<file path="src/rtl/ps2_kbd_events.sv">
// PS/2 set-2 keyboard event decoder: parses scan bytes into key events
// with modifier and lock tracking, buffered in a first-word-fall-through FIFO.
module ps2_kbd_events #(
    parameter int unsigned DEPTH_LOG2      = 5,
    parameter int unsigned EMIT_BREAK      = 0,
    parameter int unsigned SUPPRESS_REPEAT = 1
) (
    input  logic        clk,
    input  logic        rst,
    input  logic        scan_valid,
    input  logic [7:0]  scan_code,
    input  logic        rd,
    output logic [15:0] ev_data,
    output logic        empty,
    output logic        full,
    output logic        overflow,
    input  logic        ovf_clr,
    output logic [2:0]  led_state,
    output logic        led_upd
);

    localparam int unsigned DEPTH = 1 << DEPTH_LOG2;
    localparam logic [DEPTH_LOG2:0] DEPTH_CNT = {1'b1, {DEPTH_LOG2{1'b0}}};

    typedef enum logic [2:0] {
        S_IDLE,
        S_BRK,
        S_EXT,
        S_EXT_BRK,
        S_PAUSE
    } state_t;

    state_t      state;
    state_t      state_nxt;
    logic [2:0]  skip_cnt;
    logic [2:0]  skip_nxt;

    logic        key_fire;
    logic        key_ext;
    logic        key_brk;
    logic        pause_fire;

    logic [8:0]  key9;
    logic [8:0]  last_make;
    logic        is_rep;
    logic        is_lsh;
    logic        is_rsh;
    logic        is_lctl;
    logic        is_rctl;
    logic        is_lalt;
    logic        is_ralt;
    logic        is_fake;
    logic        is_mod;
    logic [2:0]  lock_hit;
    logic        is_lock;

    logic        lshift;
    logic        rshift;
    logic        lctrl;
    logic        rctrl;
    logic        lalt;
    logic        ralt;
    logic [5:0]  mods;

    logic        pend_vld;
    logic        pend_ext;
    logic        pend_brk;
    logic [7:0]  pend_code;
    logic [15:0] wr_data;

    logic [DEPTH_LOG2-1:0] wptr;
    logic [DEPTH_LOG2-1:0] rptr;
    logic [DEPTH_LOG2:0]   count;
    logic [15:0]           mem [DEPTH];
    logic                  do_push;
    logic                  do_pop;
    logic                  drop;

    // Parser state register.
    always_ff @(posedge clk or negedge rst) begin
        if (!rst) begin
            state    <= S_IDLE;
            skip_cnt <= 3'd0;
        end else begin
            state    <= state_nxt;
            skip_cnt <= skip_nxt;
        end
    end

    // Parser next-state: prefixes steer, everything else returns to idle.
    always_comb begin
        state_nxt = state;
        skip_nxt  = skip_cnt;
        if (scan_valid) begin
            case (state)
                S_IDLE: begin
                    if (scan_code == 8'hF0) begin
                        state_nxt = S_BRK;
                    end else if (scan_code == 8'hE0) begin
                        state_nxt = S_EXT;
                    end else if (scan_code == 8'hE1) begin
                        state_nxt = S_PAUSE;
                        skip_nxt  = 3'd7;
                    end
                end
                S_BRK: state_nxt = S_IDLE;
                S_EXT: begin
                    if (scan_code == 8'hF0) begin
                        state_nxt = S_EXT_BRK;
                    end else begin
                        state_nxt = S_IDLE;
                    end
                end
                S_EXT_BRK: state_nxt = S_IDLE;
                S_PAUSE: begin
                    skip_nxt = skip_cnt - 3'd1;
                    if (skip_cnt == 3'd1) begin
                        state_nxt = S_IDLE;
                    end
                end
                default: state_nxt = S_IDLE;
            endcase
        end
    end

    // Parser outputs: which byte completes a key and its ext/break flags.
    always_comb begin
        key_fire   = 1'b0;
        key_ext    = 1'b0;
        key_brk    = 1'b0;
        pause_fire = 1'b0;
        if (scan_valid) begin
            case (state)
                S_IDLE: begin
                    key_fire = (scan_code != 8'hF0) &&
                               (scan_code != 8'hE0) &&
                               (scan_code != 8'hE1);
                end
                S_BRK: begin
                    key_fire = 1'b1;
                    key_brk  = 1'b1;
                end
                S_EXT: begin
                    key_fire = (scan_code != 8'hF0);
                    key_ext  = 1'b1;
                end
                S_EXT_BRK: begin
                    key_fire = 1'b1;
                    key_ext  = 1'b1;
                    key_brk  = 1'b1;
                end
                S_PAUSE: pause_fire = (skip_cnt == 3'd1);
                default: key_fire = 1'b0;
            endcase
        end
    end

    // Key classification of the completed byte.
    always_comb begin
        key9        = {key_ext, scan_code};
        is_rep      = (key9 == last_make);
        is_lsh      = !key_ext && (scan_code == 8'h12);
        is_rsh      = !key_ext && (scan_code == 8'h59);
        is_lctl     = !key_ext && (scan_code == 8'h14);
        is_rctl     =  key_ext && (scan_code == 8'h14);
        is_lalt     = !key_ext && (scan_code == 8'h11);
        is_ralt     =  key_ext && (scan_code == 8'h11);
        is_fake     =  key_ext &&
                       ((scan_code == 8'h12) || (scan_code == 8'h59));
        is_mod      = is_lsh | is_rsh | is_lctl |
                      is_rctl | is_lalt | is_ralt;
        lock_hit[0] = !key_ext && (scan_code == 8'h58);
        lock_hit[1] = !key_ext && (scan_code == 8'h77);
        lock_hit[2] = !key_ext && (scan_code == 8'h7E);
        is_lock     = |lock_hit;
    end

    // Key state: modifiers, locks, repeat filter and the pending event.
    always_ff @(posedge clk or negedge rst) begin
        if (!rst) begin
            lshift    <= 1'b0;
            rshift    <= 1'b0;
            lctrl     <= 1'b0;
            rctrl     <= 1'b0;
            lalt      <= 1'b0;
            ralt      <= 1'b0;
            led_state <= 3'b000;
            led_upd   <= 1'b0;
            last_make <= 9'd0;
            pend_vld  <= 1'b0;
            pend_ext  <= 1'b0;
            pend_brk  <= 1'b0;
            pend_code <= 8'h00;
        end else begin
            led_upd  <= 1'b0;
            pend_vld <= 1'b0;
            if (key_fire && !is_fake) begin
                if (!key_brk) begin
                    if (!is_rep) begin
                        last_make <= key9;
                    end
                end else if (is_rep) begin
                    last_make <= 9'd0;
                end
                if (is_mod) begin
                    if (is_lsh)  lshift <= !key_brk;
                    if (is_rsh)  rshift <= !key_brk;
                    if (is_lctl) lctrl  <= !key_brk;
                    if (is_rctl) rctrl  <= !key_brk;
                    if (is_lalt) lalt   <= !key_brk;
                    if (is_ralt) ralt   <= !key_brk;
                end else if (is_lock) begin
                    if (!key_brk && !is_rep) begin
                        led_state <= led_state ^ lock_hit;
                        led_upd   <= 1'b1;
                    end
                end else if (!key_brk) begin
                    if (!(is_rep && (SUPPRESS_REPEAT != 0))) begin
                        pend_vld  <= 1'b1;
                        pend_ext  <= 1'b1 & key_ext;
                        pend_brk  <= 1'b0;
                        pend_code <= scan_code;
                    end
                end else if (EMIT_BREAK != 0) begin
                    pend_vld  <= 1'b1;
                    pend_ext  <= key_ext;
                    pend_brk  <= 1'b1;
                    pend_code <= scan_code;
                end
            end
            if (pause_fire) begin
                pend_vld  <= 1'b1;
                pend_ext  <= 1'b1;
                pend_brk  <= 1'b0;
                pend_code <= 8'h77;
            end
        end
    end

    // Modifiers are sampled as the event enters the FIFO.
    always_comb begin
        mods    = {led_state, lalt | ralt, lctrl | rctrl, lshift | rshift};
        wr_data = {pend_ext, pend_brk, mods, pend_code};
    end

    // FIFO handshake: a full FIFO still accepts a write when it pops.
    always_comb begin
        empty   = (count == '0);
        full    = (count == DEPTH_CNT);
        do_pop  = rd && !empty;
        do_push = pend_vld && (!full || rd);
        drop    = pend_vld && !do_push;
        ev_data = mem[rptr];
    end

    // FIFO storage, no reset needed since reads are gated by count.
    always_ff @(posedge clk) begin
        if (do_push) begin
            mem[wptr] <= wr_data;
        end
    end

    // FIFO pointers, occupancy and sticky overflow.
    always_ff @(posedge clk or negedge rst) begin
        if (!rst) begin
            wptr     <= '0;
            rptr     <= '0;
            count    <= '0;
            overflow <= 1'b0;
        end else begin
            if (do_push) begin
                wptr <= wptr + DEPTH_LOG2'(1);
            end
            if (do_pop) begin
                rptr <= rptr + DEPTH_LOG2'(1);
            end
            case ({do_push, do_pop})
                2'b10:   count <= count + (DEPTH_LOG2 + 1)'(1);
                2'b01:   count <= count - (DEPTH_LOG2 + 1)'(1);
                default: count <= count;
            endcase
            if (drop) begin
                overflow <= 1'b1;
            end else if (ovf_clr) begin
                overflow <= 1'b0;
            end
        end
    end

endmodule

</file>
<file path="config.mk">
export PLATFORM = sky130hd
export DESIGN_NAME = ps2_kbd_events
export DESIGN_NICKNAME = d
export VERILOG_FILES = /design/src/rtl/ps2_kbd_events.sv
export SDC_FILE = /design/constraint.sdc
export NUM_CORES = 1
export LEC_CHECK = 0
export BUFFER_PORTS_ARGS = -buffer_cell sky130_fd_sc_hd__buf_2
export CAP_MARGIN = 25
export CORE_ASPECT_RATIO = 0.9
export CORE_UTILIZATION = 60
export CTS_CLUSTER_DIAMETER = 40
export DETAILED_ROUTE_END_ITERATION = 8
export PLACE_DENSITY = 0.74
export SLEW_MARGIN = 0
export SYNTH_ARGS = -nofsm -noshare
export SYNTH_HDL_FRONTEND = slang
export SYNTH_SLANG_ARGS = --single-unit
</file>
<file path="constraint.sdc">
create_clock -name clk -period 6.2 [get_ports clk]
set_input_delay 0.31 -clock clk [delete_from_list [all_inputs] [get_ports clk]]
set_output_delay 0.31 -clock clk [all_outputs]
set_load 0.02 [all_outputs]
</file>
==> results.md <==
* Status: complete, no violations
* Mapped Area at 21,300 um^2
* Fin. max-slew vios at 0
* Clk buf depth at 3
* Fmax at 247 MHz
* IO Port Bufs at 34
* Worst-Margin Slew at 1.10 ns
* Start point of the critical path: rptr[0]$_DFFE_PN0P_
* 1st-iter DRT viols at 1,208
* Hold Violations, Final at 0
* Critical Path AT at 3.74 ns
* TritonCTS buffer count at 52
* Worst R2R Start: count[1]$_DFFE_PN0P_
* Vias/cell at 6.41
* Area grow syn2layout at 13.3%
* FFs w/ async S/R, synth at 0.0977
* Crit Path Category: reg2out
* R2R depth at 10
* Setup crit start kind: register
* Setup repair bufs after CTS at 0
* Post-synth EDFFs at 480
* Num rows at 65
* Seq/Total Area, Yosys at 0.738
* Synth Flop Type: edfxtp_1
* Min cycle time layout at 4.05 ns
* Detailed Place HPWL at 25,100 um
* First-pass GRT wire length at 68,500 um
* Average cell area after synthesis at 20.6 um^2
* Critical path's largest stage delay at 0.93 ns
* Unrepaired setup endpoints after global routing: false
* Final #Nets at 1,139
* Horiz. Die Dim at 201 um
* Avg WL per Cell at 28.6 um
* Final wirelength at 46,400 um
* Tot Pwr at 10.8 mW
* YS warnings at 0
* H-tree levels at 2
* P per Cell Area at 447 nW/um^2
* Setup violators final at 0
* CTS tree: built
* VDD IR max at 344 uV
* Clk pin slew, worst setup/hold paths at 0.06 ns
* Root buffer cell: clkbuf_16
* Synth cell types at 56
* Final TNS setup at 0 ns
* GR Overflow Total at 0
* Fraction of layout cells with a size suffix above 1 at 0.303
* Largest net degree at the start of global routing at 124
* Tightest Hold Check Type: in2reg
* Instance count of the mapped netlist at 1,032
* Drt pass-1 iters at 4
* Top cells by area, synth: edfxtp_1 (68%), mux4_2 (16%), dfrtp_1 (6.1%), mux2_2 (0.90%), nor2_1 (0.86%)
* Synthesized flop and latch total at 532
* GRT Util Overall at 0.265
* Leakage at 8.14 nW
* Fin crit share at 0.653
* Flop-to-flop setup slack at 3.12 ns
* Post-synth top area share at 0.677
* Ports placed on the boundary at 36
* DR vias at 10.4k
* Most used cell, CP: mux4_2
* Hold buffers post-CTS at 3
* DRC errors left at 0
* Worst Setup End Kind: primary output
* Clk_lat worst skew at 0.59 ns
* Die area at 36,300 um^2
* Final GP Congestion at 0.798
* Crit Path Max Fanout at 40
* Worst path cell trace: buf_4, mux4_2, mux4_2, mux2_2, buf_2
* Top-count cell post-synth: edfxtp_1
* Vias in the first global route at 10.6k
* FF-to-FF End: count[5]$_DFFE_PN0P_
* Clock skew at 0.0233 ns
* Total core area at 35,000 um^2
* Clock net sink count at 532
* Initial Util at 0.609
* Slew HR at 0.265
* Syn nets at 1,059
* Post-CTS Resized at 0
* Max cap viols at 0
* Worst EP required at 5.89 ns
* Crit path capture: ev_data[3]
* Cell taking the most area after synthesis: edfxtp_1
* Top post-synthesis cells by count: edfxtp_1 (480), mux4_2 (150), dfrtp_1 (52)
* Diodes inserted at 0
* Initial antenna violation count at 1
* Slowest stage cell on the critical path: dfrtp_4
* Antenna viol nets, final at 0
* Die Ht at 181 um
==> worst max-delay path, delay by kind of cell, from the launching register on <==
kind,cells,cell delay (ns)
muxes,3,1.43
DFF,1,0.93
buffers and inverters,2,0.74
==> final cells by class <==
type	count	area, um^2
clock buffer	60	1350
clock inverter	37	469
multi-input combinational	417	5210
fill	2118	10800
tap	469	587
inverter	26	97.6
sequential	532	15700
timing repair buffer	83	696
==> metal layers <==
metal,global-route usage,vias up,wire [um]
met1,0.377,5432,17900
met4,0.0666,2,874
met3,0.0505,71,4560
met2,0.431,517,23000
met5,0,-,13
li1,-,4389,-
==> cells by family after synthesis <==
group	Yosys count	share of synthesized area
fa+ha+maj	14	0.00857
mux	175	0.171
other cells	1	0.000176
simple gates	148	0.0355
flops	532	0.738
xor+xnor	26	0.0107
buf+inv	83	0.0188
compound gates	53	0.0173
==> flip-flops by register name (all words and copies together), names as in the netlist, 3 cells and up <==
name / count
state: 3
last_make: 9
rptr: 5
count: 6
led_state: 3
wptr: 5
mem: 480
pend_code: 8
skip_cnt: 3
==> power breakdown <==
group,total [mW],switching (mW),internal (mW)
Combinational,2.95,1.51,1.44
Sequential,4.50,0.257,4.24
Clock,3.34,1.35,1.99
==> worst min path at each step <==
| stage | start | endpoint | slack, ns | cells after the start |
|---|---|---|---|---|
| 2_1_floorplan | rst | count[0]$_DFFE_PN0P_ | 0.01 | 0 |
| 3_3_place_gp | rctrl$_DFFE_PN0P_ | rctrl$_DFFE_PN0P_ | 0.46 | 2 |
| 3_5_place_dp | led_state[2]$_DFFE_PN0P_ | led_state[2]$_DFFE_PN0P_ | 0.46 | 1 |
| 4_1_cts | scan_valid | state[0]$_DFFE_PN0P_ | 0.03 | 2 |
| 5_1_grt | scan_valid | state[0]$_DFFE_PN0P_ | 0.06 | 2 |
| 6_report | scan_valid | state[0]$_DFFE_PN0P_ | 0.05 | 2 |
==> layout by cell type (no fill, tap or decap), types with 9 or more instances in the layout <==
| cell type | netlist | routed |
|---|---|---|
| buf_2 | 5 | 34 |
| buf_4 | 4 | 34 |
| bufinv_16 | 0 | 10 |
| clkbuf_16 | 0 | 53 |
| clkinv_1 | 0 | 9 |
| dfrtp_1 | 52 | 48 |
| edfxtp_1 | 480 | 480 |
| ha_1 | 13 | 13 |
| inv_1 | 26 | 26 |
| mux2_2 | 17 | 17 |
| mux4_2 | 150 | 150 |
| nand2_1 | 31 | 31 |
| nand3_1 | 11 | 11 |
| nor2_1 | 49 | 41 |
| o21ai_0 | 13 | 13 |
| o31ai_1 | 10 | 10 |
| xnor2_1 | 12 | 12 |
| xor2_1 | 14 | 14 |
==> per-stage QoR <==
step	area [um^2]	util	setup slack, ns	hold slack, ns	std cells
floorplan	21300	-	3.02	0.0144	1032
global placement	22100	0.632	2.69	0.460	1514
detailed placement	22100	0.632	2.67	0.464	1516
CTS	24000	0.685	2.04	0.0296	1616
global route	24100	0.690	1.92	0.0613	1624
finish	24100	0.690	2.15	0.0511	1624
Note: power is estimated with default switching activity, not from simulation.
